## config.mk

```make
export PLATFORM = sky130hd
export DESIGN_NAME = cdb_arbiter
export DESIGN_NICKNAME = d
export VERILOG_FILES = /design/src/rtl/cdb_arbiter.sv
export SDC_FILE = /design/constraint.sdc
export NUM_CORES = 1
export LEC_CHECK = 0
export CORE_ASPECT_RATIO = 0.7
export CORE_MARGIN = 3
export CORE_UTILIZATION = 45
export CTS_CLUSTER_DIAMETER = 80
export CTS_CLUSTER_SIZE = 30
export DETAILED_ROUTE_END_ITERATION = 8
export PLACE_DENSITY = 0.72
export RECOVER_POWER = 100
export SYNTH_ARGS = -nofsm -noshare
export SYNTH_HDL_FRONTEND = slang
export SYNTH_SLANG_ARGS = --single-unit
```

## constraint.sdc

```tcl
create_clock -name clk_in -period 3.2 [get_ports clk_in]
set_input_delay 0.64 -clock clk_in [delete_from_list [all_inputs] [get_ports clk_in]]
set_output_delay 0.64 -clock clk_in [all_outputs]
set_load 0.05 [all_outputs]
```

## src/rtl/cdb_arbiter.sv

```systemverilog
// Common data bus arbiter: two per-source result FIFOs with same-cycle bypass,
// round-robin grant, and a registered single-broadcast CDB output.

module cdb_fifo #(
  parameter int DEPTH = 2,
  parameter int W     = 36
) (
  input  logic         clk_in,
  input  logic         rst_in,
  input  logic         rdy_in,
  input  logic         clr,
  input  logic         fi,
  input  logic [W-1:0] din,
  input  logic         gnt,
  output logic         req,
  output logic [W-1:0] cand,
  output logic         full,
  output logic         ovf
);
  localparam int PW = $clog2(DEPTH);

  logic [DEPTH-1:0][W-1:0] mem_q, mem_d;
  logic [PW-1:0]           head_q, head_d, tail_q, tail_d;
  logic [PW:0]             cnt_q, cnt_d;
  logic                    empty, pop, push, wr;

  always_comb begin
    empty  = (cnt_q == '0);
    full   = (cnt_q == (PW+1)'(DEPTH));
    req    = !empty || fi;
    cand   = empty ? din : mem_q[head_q];
    pop    = gnt && !empty;
    // A granted arrival with an empty FIFO goes straight to the bus.
    push   = fi && !(gnt && empty);
    ovf    = push && full && !pop;
    wr     = push && !ovf;
    mem_d  = mem_q;
    head_d = head_q;
    tail_d = tail_q;
    if (wr) begin
      mem_d[tail_q] = din;
      tail_d        = tail_q + 1'b1;
    end
    if (pop) head_d = head_q + 1'b1;
    cnt_d = cnt_q + (PW+1)'(wr) - (PW+1)'(pop);
    if (clr) begin
      head_d = '0;
      tail_d = '0;
      cnt_d  = '0;
    end
  end

  always_ff @(posedge clk_in) begin
    if (!rst_in) begin
      mem_q  <= '0;
      head_q <= '0;
      tail_q <= '0;
      cnt_q  <= '0;
    end else if (rdy_in) begin
      mem_q  <= mem_d;
      head_q <= head_d;
      tail_q <= tail_d;
      cnt_q  <= cnt_d;
    end
  end
endmodule

module cdb_arbiter #(
  parameter int DEPTH        = 2,
  parameter int ROB_SIZE_BIT = 4
) (
  input  logic                    clk_in,
  input  logic                    rst_in,
  input  logic                    rdy_in,
  input  logic                    rob_clear,
  input  logic                    alu_fi,
  input  logic [31:0]             alu_value,
  input  logic [ROB_SIZE_BIT-1:0] alu_rob_id,
  input  logic                    lsb_fi,
  input  logic [31:0]             lsb_value,
  input  logic [ROB_SIZE_BIT-1:0] lsb_rob_id,
  output logic                    alu_full,
  output logic                    lsb_full,
  output logic                    cdb_fi,
  output logic [31:0]             cdb_value,
  output logic [ROB_SIZE_BIT-1:0] cdb_rob_id,
  output logic                    cdb_src,
  output logic                    overflow_err
);
  localparam int NSRC = 2;
  localparam int W    = 32 + ROB_SIZE_BIT;

  typedef struct packed {
    logic [31:0]             value;
    logic [ROB_SIZE_BIT-1:0] rob_id;
  } cdb_ent_t;

  cdb_ent_t [NSRC-1:0] din, cand;
  logic     [NSRC-1:0] fi, req, gnt, full, ovf;
  logic                any, gsrc;

  cdb_ent_t ent_q, ent_d;
  logic     cdb_fi_q, cdb_fi_d, src_q, src_d, rr_last_q, rr_last_d, ovf_q, ovf_d;

  assign fi     = {lsb_fi, alu_fi};
  assign din[0] = {alu_value, alu_rob_id};
  assign din[1] = {lsb_value, lsb_rob_id};

  generate
    for (genvar s = 0; s < NSRC; s++) begin : g_src
      cdb_fifo #(.DEPTH(DEPTH), .W(W)) u_fifo (
        .clk_in (clk_in),
        .rst_in (rst_in),
        .rdy_in (rdy_in),
        .clr    (rob_clear),
        .fi     (fi[s]),
        .din    (din[s]),
        .gnt    (gnt[s]),
        .req    (req[s]),
        .cand   (cand[s]),
        .full   (full[s]),
        .ovf    (ovf[s])
      );
    end
  endgenerate

  always_comb begin
    any       = |req;
    gsrc      = (&req) ? ~rr_last_q : req[1];
    gnt       = any ? (gsrc ? 2'b10 : 2'b01) : 2'b00;
    cdb_fi_d  = any;
    ent_d     = any ? cand[gsrc] : ent_q;
    src_d     = any ? gsrc : src_q;
    rr_last_d = any ? gsrc : rr_last_q;
    ovf_d     = ovf_q | (|ovf);
    // Flush drops everything in flight, including this cycle's arrivals.
    if (rob_clear) begin
      cdb_fi_d  = 1'b0;
      ent_d     = ent_q;
      src_d     = src_q;
      rr_last_d = 1'b1;
      ovf_d     = ovf_q;
    end
  end

  always_ff @(posedge clk_in) begin
    if (!rst_in) begin
      cdb_fi_q  <= 1'b0;
      ent_q     <= '0;
      src_q     <= 1'b0;
      rr_last_q <= 1'b1;
      ovf_q     <= 1'b0;
    end else if (rdy_in) begin
      cdb_fi_q  <= cdb_fi_d;
      ent_q     <= ent_d;
      src_q     <= src_d;
      rr_last_q <= rr_last_d;
      ovf_q     <= ovf_d;
    end
  end

  assign alu_full     = full[0];
  assign lsb_full     = full[1];
  assign cdb_fi       = cdb_fi_q;
  assign cdb_value    = ent_q.value;
  assign cdb_rob_id   = ent_q.rob_id;
  assign cdb_src      = src_q;
  assign overflow_err = ovf_q;
endmodule

```

==> results.md, run 1 <==
Pwr
- **Worst VDD drop** 305 uV
- **Leakage** 4.44 nW
- **power density relative to cell area** 484 nW/um^2

Drt
- **Vias** 7679
- **number of remaining DRC errors** 0
- **Avg Vias per Cell** 5.54
- **number of iterations in the first detailed-routing pass** 9
- **total wire length after detailed routing** 24500 um
- **WL per Instance** 17.7 um
- **antenna violation net count after detailed routing** 0
- **Iter 0 DRT Violations** 698

Placement
- **sum of net half-perimeters after detailed placement** 15500 um
- **placed instance count** 1354
- **total of buffers placed on input and output ports** 118
- **Place WS** 313 ps
- **GP Congestion** 0.892

Clock tree
- **H-tree depth reported by CTS** 4
- **cell at the root of the clock tree** clkbuf_16
- **clock insertion delay at the later pin of the skew report** 430 ps
- **clock tree from TritonCTS** built
- **Max Root-Sink Buffers** 2
- **CTS resizes** 0
- **total setup buffers inserted after CTS** 0
- **sink count of the clock tree** 192
- **Num CTS Buffers** 17
- **register clock-pin slew on the reported worst setup and hold paths** 70 ps
- **hold_buf cts** 0

STA
- **final setup violation count** 0
- **worst hold slack across all endpoints** 458 ps
- **clock skew** 10.1 ps
- **Max Fclk** 0.347 GHz
- **unrepaired setup endpoints after global routing** no
- **Final Hold Vio Count** 0
- **Total Negative Setup Slacks** 0 ps
- **part of the cycle the worst path needs** 0.901
- **final count of pins violating max slew** 0
- **tightest slew margin relative to the limit** 0.189
- **Worst-Margin Slew** 1210 ps
- **shortest period the worst path allows** 2880 ps
- **Setup WS post-layout** 316 ps

Hold path
- **Tightest Hold Check Type** reg2reg

Logic synthesis
- **top_reg_cell synth** dfxtp_1
- **Post-Syn Instances** 1031
- **sequential cell area fraction in the yosys report** 0.416
- **async set or reset register ratio after synthesis** 0
- **top cell type's share of synthesized area** 0.416
- **net count after synthesis** 1113
- **Mapped Avg Cell Area** 8.95 sq um
- **number of distinct library cells after synthesis** 47
- **number of enable flip-flop cells after synthesis** 0
- **Yosys reg bits** 192
- **ranking of synthesized cells by area** dfxtp_1, mux2i_1, nand2_1, a21oi_1, mux2_2
- **total standard cell area after synthesis** 9230 sq um
- **cell type with the largest total area after synthesis** dfxtp_1
- **Ys Warns** 0

Final layout
- **Layout area overhead** 20.1%
- **number of cells in the finished layout apart from fillers** 1386
- **leading cell type in the layout, fill and taps excluded** nand2_1
- **proportion of layout cells with a drive suffix above 1** 0.0977
- **commonest cells after routing, fill and taps aside** nand2_1, dfxtp_1, mux2i_1, a21oi_1, clkdlybuf4s50_1
- **Post-layout nets** 1185
- **count of inserted antenna diode cells** 0

Critical path
- **critical path peak fanout** 11
- **Setup CP Type** in2reg
- **Crit path required time** 3560 ps
- **Worst Setup End Kind** flop
- **Worst Setup Start Kind** primary input
- **CP Data Arrival Time** 3240 ps

Global routing
- **initial antenna violation count** 0
- **first-pass GRT wire length** 39900 um
- **overall fraction of global-route tracks in use** 0.221
- **vias in the first global route** 7534
- **leftover overflow at the end of global routing** 0
- **maximum number of pins on one net before global-route repair** 109

Floorplanning
- **starting utilization of the core area** 0.462
- **count of pins on the block boundary** 119
- **Die Span X** 177 um
- **core region area** 20000 sq um
- **chip height** 126 um
- **Die Area** 22300 sq um
- **standard-cell row count** 43

Run
- **maxcap violations** 0

Run status
- **result of the run** finished clean

==> state kept, by name (all words and copies together), names as in the netlist, 2 cells and up <==
name and flops:
g_src.u_fifo.head_q 2, g_src.u_fifo.cnt_q 4, g_src.u_fifo.mem_q 144, g_src.u_fifo.tail_q 2, cdb_rob_id 4, cdb_value 32
==> metal layers <==
metal	vias up	wire (um)	global-route usage
met2	259	11000	0.349
met1	3627	11900	0.316
li1	3778	-	-
met4	0	153	0.0425
met5	-	0	0
met3	15	1550	0.0470
==> final timing paths <==
path                             start                   endpoint  slack, ps  depth (start not counted)
max                             alu_fi              cdb_value[17]        320                          6
min          g_src[0].u_fifo.mem_q[35]  g_src[0].u_fifo.mem_q[35]        460                          2
max reg2reg   g_src[0].u_fifo.cnt_q[0]              cdb_value[17]        520                          5
min reg2reg  g_src[0].u_fifo.mem_q[35]  g_src[0].u_fifo.mem_q[35]        460                          2
==> critical path: stages <==
cell and delay (ps):
dlygate4sd3_1 590, or3_4 390, o21ai_1 950, clkbuf_2 420
a21oi_1 70, a21oi_1 170
==> cell usage after synthesis (3+ instances only) <==
cell type / number
a21oi_1: 110
a221oi_1: 35
a31oi_1: 4
buf_2: 14
buf_6: 17
clkbuf_1: 56
dfxtp_1: 192
ha_1: 4
inv_1: 9
mux2_2: 36
mux2i_1: 179
nand2_1: 228
nor2_1: 11
nor2b_1: 6
nor3_1: 39
nor3b_1: 3
o21a_1: 3
o21ai_0: 41
==> cell type report <==
cell class / instances / area [sq um]
Multi-Input combinational cell: 738 / 4850
Inverter: 9 / 33.8
Clock inverter: 12 / 131
Clock buffer: 20 / 467
Timing Repair Buffer: 145 / 1420
Fill cell: 1772 / 8870
Tap cell: 270 / 338
Sequential cell: 192 / 3850
==> cells by family (layout without fill, tap and decap cells) <==
family / count (synthesis) / in the layout / synth area share
XOR/XNOR: 2 / 2 / 0.00190
buffers and inverters: 101 / 186 / 0.0577
AND/OR/NAND/NOR: 302 / 302 / 0.137
multiplexers: 217 / 217 / 0.243
AO/OA/AOI/OAI: 213 / 213 / 0.139
flip-flops: 192 / 192 / 0.416
adder cells (fa/ha/maj): 4 / 4 / 0.00542
==> power by group <==
| group | total (mW) | internal [mW] | switching (mW) | leakage, nW |
|---|---|---|---|---|
| clock | 2.16 | 1.22 | 0.948 | 0.285 |
| sequential | 2.48 | 2.45 | 0.0344 | 1.56 |
| combinational | 0.717 | 0.280 | 0.438 | 2.60 |
==> through the flow <==
stage | area [sq um] | util | power (mW)
after floorplan | 9230 | - | 2.98
after global placement | 10600 | 0.529 | 3.26
after detailed placement | 10600 | 0.529 | 3.27
after CTS | 11200 | 0.559 | 5.41
after global routing | 11100 | 0.556 | 5.56
final | 11100 | 0.556 | 5.37
Power figures use the tool's default switching activity.
==> run 2, diff against run 1 <==
--- a/config.mk
+++ b/config.mk
@@ -6,7 +6,7 @@
 export NUM_CORES = 1
 export LEC_CHECK = 0
 export CORE_ASPECT_RATIO = 0.7
-export CORE_MARGIN = 3
+export CORE_MARGIN = 2
 export CORE_UTILIZATION = 45
 export CTS_CLUSTER_DIAMETER = 80
 export CTS_CLUSTER_SIZE = 30
==> run 2 against run 1 <==
Compared with the run above: total power rose by 2.4%; register-to-register slack improved by 100 ps; final cell count is 0.14% lower; first-iteration DRC count decreased by 0.29%; core utilization is 0.18 points higher; wire length decreased by 0.82%; fmax shrank 0.29%; critical path type unchanged; critical endpoint unchanged.
==> results.md, run 2 (same netlist as run 1, synthesis figures left out) <==
Clock tree
- **cell at the root of the clock tree** clkbuf_16
- **clock insertion delay at the later pin of the skew report** 440 ps, about the same
- **H-tree depth reported by CTS** 4, unchanged
- **Num CTS Buffers** 17, unchanged
- **clock tree from TritonCTS** built
- **sink count of the clock tree** 192, unchanged
- **total setup buffers inserted after CTS** 0, unchanged
- **hold_buf cts** 0, unchanged
- **CTS resizes** 0, unchanged
- **register clock-pin slew on the reported worst setup and hold paths** 70 ps, about the same
- **Max Root-Sink Buffers** 2, unchanged

Critical path
- **ordered list of cells on the worst path** dlygate4sd3_1 > or3_1 > clkbuf_2 > a221oi_1 > a21oi_1 > a21oi_1
- **Worst Setup End Kind** flop
- **cell seen most often among critical-path stages** a21oi_1
- **Slowest cell on crit path** or3_1
- **biggest cell delay along the critical path** 620 ps, -330 ps
- **CP Data Arrival Time** 3260 ps, +20 ps
- **Crit path required time** 3570 ps, about the same
- **critical path peak fanout** 26, +15
- **Worst Setup Start Kind** primary input
- **Setup CP Type** in2reg

Pwr
- **Leakage** 4.46 nW, +0.43%
- **power density relative to cell area** 494 nW/um^2, +2.0%
- **Worst VDD drop** 365 uV, +20%

Floorplanning
- **count of pins on the block boundary** 119, unchanged
- **chip height** 124 um, -1.6%
- **starting utilization of the core area** 0.462, unchanged
- **Die Span X** 175 um, -1.1%
- **standard-cell row count** 43, unchanged
- **core region area** 20000 sq um, unchanged
- **Die Area** 21700 sq um, -2.7%

STA
- **Worst-Margin Slew** 914 ps, -294 ps
- **tightest slew margin relative to the limit** 0.390, +0.201
- **part of the cycle the worst path needs** 0.904, +0.00260
- **Max Fclk** 0.346 GHz, -0.29%
- **shortest period the worst path allows** 2890 ps, +8.32 ps
- **final setup violation count** 0, unchanged
- **Final Hold Vio Count** 0, unchanged
- **clock skew** 14.1 ps, +4.00 ps
- **final count of pins violating max slew** 0, unchanged
- **unrepaired setup endpoints after global routing** no
- **Total Negative Setup Slacks** 0 ps, unchanged

Drt
- **total wire length after detailed routing** 24300 um, -0.82%
- **Avg Vias per Cell** 5.57, +0.54%
- **antenna violation net count after detailed routing** 0, unchanged
- **Iter 0 DRT Violations** 696, -0.29%
- **WL per Instance** 17.6 um, -0.68%
- **number of remaining DRC errors** 0, unchanged
- **number of iterations in the first detailed-routing pass** 8, -1
- **Vias** 7709, +0.39%

Final layout
- **leading cell type in the layout, fill and taps excluded** nand2_1
- **FF+latch area** 3850 sq um, unchanged
- **commonest cells after routing, fill and taps aside** nand2_1, dfxtp_1, mux2i_1, a21oi_1, clkdlybuf4s50_1
- **proportion of layout cells with a drive suffix above 1** 0.0934, -0.00431
- **flip-flop count of the largest register after layout** 144, unchanged
- **area of the multi-input gates** 4840 sq um, -0.23%
- **count of inserted antenna diode cells** 0, unchanged
- **register with the most flip-flops** g_src.u_fifo.mem_q
- **Layout area overhead** 20.5%
- **number of cells in the finished layout apart from fillers** 1384, -0.14%
- **Post-layout nets** 1183, -0.17%
- **layout filler cell count** 1755, -0.96%

Placement
- **GP Congestion** 0.859, -3.7%
- **total of buffers placed on input and output ports** 118, unchanged
- **sum of net half-perimeters after detailed placement** 15200 um, -1.9%
- **placed instance count** 1352, -0.15%

Global routing
- **first-pass GRT wire length** 39500 um, -1.1%
- **vias in the first global route** 7447, -1.2%
- **leftover overflow at the end of global routing** 0, unchanged
- **overall fraction of global-route tracks in use** 0.229, +0.00750
- **maximum number of pins on one net before global-route repair** 142, +30%
- **initial antenna violation count** 0, unchanged

Hold path
- **Tightest Hold Check Type** reg2reg

Run
- **maxcap violations** 0, unchanged

Run status
- **result of the run** finished clean

run 2: final cells by class:
| class | count | area share |
|---|---|---|
| timing repair buffer | 143 | 0.129 |
| inverter | 9 | 0.00304 |
| tap | 270 | 0.0304 |
| sequential | 192 | 0.346 |
| clock buffer | 19 | 0.0407 |
| clock inverter | 13 | 0.0157 |
| multi-input combinational | 738 | 0.435 |
run 2: power breakdown:
part	total [mW]	switching, mW	internal (mW)
registers	2.48	0.0344	2.45
logic	0.716	0.438	0.278
clock network	2.29	1.00	1.29
total	5.49	1.47	4.02
run 2: critical path: cells and delay by family:
kind / cells / cell delay, ps
buffers and inverters: 2 / 1110
and+or+nand+nor: 1 / 620
AOI/OAI and AO/OA: 3 / 880
run 2: worst paths after layout:
path / to / from / slack, ps / cells past startpoint
hold / removal: g_src[0].u_fifo.mem_q[7] / g_src[0].u_fifo.mem_q[7] / 460 / 2
hold reg to reg: g_src[0].u_fifo.mem_q[7] / g_src[0].u_fifo.mem_q[7] / 460 / 2
setup reg to reg: cdb_value[17] / g_src[1].u_fifo.cnt_q[0] / 620 / 5
setup / recovery: cdb_value[17] / lsb_fi / 310 / 6
run 2: metal layers:
metal / vias to the layer above / track usage / wire (um)
met1: 3668 / 0.329 / 12100
met5: - / 0 / 0
met4: 0 / 0.0615 / 292
met2: 247 / 0.351 / 10500
li1: 3771 / - / -
met3: 23 / 0.0446 / 1490
run 2: per-stage QoR:
| step | worst slack [ps] | util | hold WS, ps | power [mW] | instance area (sq um) |
|---|---|---|---|---|---|
| after floorplan | 768 | - | 431 | 2.98 | 9230 |
| after global placement | 447 | 0.529 | 440 | 3.26 | 10600 |
| after detailed placement | 394 | 0.529 | 447 | 3.27 | 10600 |
| after CTS | 472 | 0.561 | 459 | 5.53 | 11200 |
| after global routing | 230 | 0.557 | 471 | 5.68 | 11100 |
| final | 308 | 0.557 | 456 | 5.49 | 11100 |
==> run 3, diff against run 2 <==
--- a/config.mk
+++ b/config.mk
@@ -7,11 +7,11 @@
 export LEC_CHECK = 0
 export CORE_ASPECT_RATIO = 0.7
 export CORE_MARGIN = 2
-export CORE_UTILIZATION = 45
+export CORE_UTILIZATION = 50
 export CTS_CLUSTER_DIAMETER = 80
-export CTS_CLUSTER_SIZE = 30
+export CTS_CLUSTER_SIZE = 10
 export DETAILED_ROUTE_END_ITERATION = 8
-export PLACE_DENSITY = 0.72
+export PLACE_DENSITY = 0.78
 export RECOVER_POWER = 100
 export SYNTH_ARGS = -nofsm -noshare
 export SYNTH_HDL_FRONTEND = slang
==> run 3 against run 2 <==
Compared with the run above: sequential power about the same; fmax increased by 4.1%; hold slack improved by 1.8 ps; largest cell class unchanged; critical path type unchanged; clock skew about the same; core utilization increased by 5.3 points.
==> results.md, run 3 (same netlist as run 1, synthesis figures left out) <==
Pwr
- **post-layout power** 5.14 mW, -6.4%
- **share of total power in the clock network** 0.376, -0.041
- **Leakage** 4.43 nW, -0.61%
- **power density relative to cell area** 466 nW/um^2, -5.6%
- **internal power contribution** 3.77 mW, -6.1%
- **switching power as a share of total power** 0.266, -0.00270
- **part of the power in registers** 0.483, +0.031
- **Worst VDD drop** 292 uV, -20%
- **combinational power share** 0.141, +0.011
- **power spent charging and discharging nets** 1.37 mW, -7.4%

Critical path
- **slack of the worst reg-to-reg path** 460 ps, -160 ps
- **critical path startpoint** lsb_fi
- **Crit path required time** 3520 ps, -50 ps
- **end of the worst register-to-register path** g_src[1].u_fifo.cnt_q[1]
- **Worst Setup End Kind** flop
- **Slowest cell on crit path** clkbuf_2
- **worst path bufs/invs** 3, +1
- **Worst Setup Start Kind** primary input
- **critical path peak fanout** 39, +50%
- **Setup CP Type** in2reg
- **path depth of the worst reg2reg path** 9, +4
- **CP Data Arrival Time** 3100 ps, -160 ps
- **kind of cell with the highest combined delay on the critical path** buffers and inverters
- **biggest cell delay along the critical path** 600 ps, -20 ps
- **reg-to-reg startpoint** g_src[0].u_fifo.cnt_q[1]
- **ordered list of cells on the worst path** clkdlybuf4s50_1 > or3_1 > clkbuf_2 > o21a_1 > clkbuf_1 > o21ai_0 > a21oi_1

Clock tree
- **clock tree from TritonCTS** built
- **H-tree depth reported by CTS** 4, unchanged
- **hold_buf cts** 0, unchanged
- **CTS resizes** 0, unchanged
- **Max Root-Sink Buffers** 2, unchanged
- **register clock-pin slew on the reported worst setup and hold paths** 60 ps, about the same
- **cell at the root of the clock tree** clkbuf_16
- **Num CTS Buffers** 17, unchanged
- **sink count of the clock tree** 192, unchanged
- **clock insertion delay at the later pin of the skew report** 440 ps, about the same
- **total setup buffers inserted after CTS** 0, unchanged

Final layout
- **final design utilization** 0.611, +0.0533
- **leading cell type in the layout, fill and taps excluded** nand2_1
- **commonest cells after routing, fill and taps aside** nand2_1, dfxtp_1, mux2i_1, a21oi_1, clkdlybuf4s50_1
- **Layout area overhead** 19.5%
- **proportion of layout cells with a drive suffix above 1** 0.0916, -0.00180
- **register with the most flip-flops** g_src.u_fifo.mem_q
- **Post-layout nets** 1186, +0.25%
- **count of inserted antenna diode cells** 0, unchanged
- **flip-flop count of the largest register after layout** 144, unchanged

Drt
- **Avg Vias per Cell** 5.87, +5.3%
- **antenna violation net count after detailed routing** 0, unchanged
- **number of remaining DRC errors** 0, unchanged
- **number of iterations in the first detailed-routing pass** 6, -2
- **total wire length after detailed routing** 24100 um, -0.99%
- **WL per Instance** 17.9 um, +1.5%
- **Iter 0 DRT Violations** 769, +10%
- **Vias** 7919, +2.7%

Placement
- **GP Congestion** 0.895, +4.2%
- **sum of net half-perimeters after detailed placement** 15300 um, +0.84%
- **total of buffers placed on input and output ports** 118, unchanged

STA
- **Total Negative Setup Slacks** 0 ps, unchanged
- **part of the cycle the worst path needs** 0.868, -0.0356
- **tightest slew margin relative to the limit** 0.338, -0.0525
- **Worst-Margin Slew** 993 ps, +78.8 ps
- **shortest period the worst path allows** 2780 ps, -114 ps
- **final count of pins violating max slew** 0, unchanged
- **worst hold slack across all endpoints** 457 ps, +1.76 ps
- **Final Hold Vio Count** 0, unchanged
- **final setup violation count** 0, unchanged
- **clock skew** 14.4 ps, +0.265 ps
- **unrepaired setup endpoints after global routing** no
- **Max Fclk** 0.360 GHz, +4.1%

Global routing
- **overall fraction of global-route tracks in use** 0.246, +0.0176
- **leftover overflow at the end of global routing** 0, unchanged
- **first-pass GRT wire length** 39500 um, about the same
- **maximum number of pins on one net before global-route repair** 105, -26%
- **initial antenna violation count** 0, unchanged
- **vias in the first global route** 7567, +1.6%

Floorplanning
- **standard-cell row count** 41, -4.7%
- **chip height** 118 um, -5.0%
- **starting utilization of the core area** 0.511, +0.0487
- **count of pins on the block boundary** 119, unchanged
- **Die Area** 19600 sq um, -9.7%
- **core region area** 18100 sq um, -9.5%
- **Die Span X** 166 um, -5.0%

Hold path
- **Tightest Hold Check Type** reg2reg
- **startpoint of the tightest hold check path** g_src[0].u_fifo.mem_q[5]
- **terminating pin of the worst hold path** g_src[0].u_fifo.mem_q[5]
- **cell count of the worst hold path** 2, unchanged

Run
- **maxcap violations** 0, unchanged

Run status
- **result of the run** finished clean

run 3: cell count changes in the layout (fill, tap and decap cells not counted), moves of 3 or more:
cell	delta
inv_6	-3
clkbuf_1	+4
clkinv_2	+3
bufinv_16	-3
run 3: power groups by stage:
| stage | Combinational (mW) | Sequential (mW) | Clock [mW] |
|---|---|---|---|
| final | 0.724 | 2.48 | 1.93 |
| after global routing | 0.773 | 2.49 | 2.06 |
| after CTS | 0.736 | 2.48 | 1.95 |
| after detailed placement | 0.731 | 2.54 | 0 |
| after global placement | 0.725 | 2.54 | 0 |
| after floorplan | 0.337 | 2.64 | 0 |
run 3: area by class of cell:
class                      instances  area, sq um
clock buffer                      23          478
clock inverter                     6         36.3
fill                            1539         7030
inverter                           9         33.8
multi-input combinational        738         4860
sequential                       192         3850
tap                              236          295
timing repair buffer             146         1480
run 3: through the flow:
step	setup WS, ps	cells	cell area (sq um)
after floorplan	768	1031	9230
after global placement	408	1321	10600
after detailed placement	368	1321	10600
after CTS	608	1350	11100
after global routing	289	1350	11000
final	422	1350	11000
run 3: worst max path at each step:
stage / endpoint / slack, ps / depth (start not counted)
finish: cdb_value[3] / 420 / 7
global placement: g_src[0].u_fifo.cnt_q[1] / 410 / 11
floorplan: g_src[1].u_fifo.cnt_q[1] / 770 / 10
detailed placement: g_src[0].u_fifo.cnt_q[1] / 370 / 11
global route: g_src[1].u_fifo.cnt_q[1] / 290 / 9
CTS: alu_full / 610 / 2
run 3: tightest hold or removal path, stage by stage, from the launching register on:
cell	delay [ps]
dfxtp_1	310
nand2_1	50
mux2i_1	50
run 3: layer usage:
metal | global-route usage | wire, um | vias up
met5 | 0 | 0 | -
met4 | 0.0803 | 477 | 0
met3 | 0.0521 | 1720 | 40
met2 | 0.371 | 10300 | 322
met1 | 0.353 | 11600 | 3774
li1 | - | - | 3783
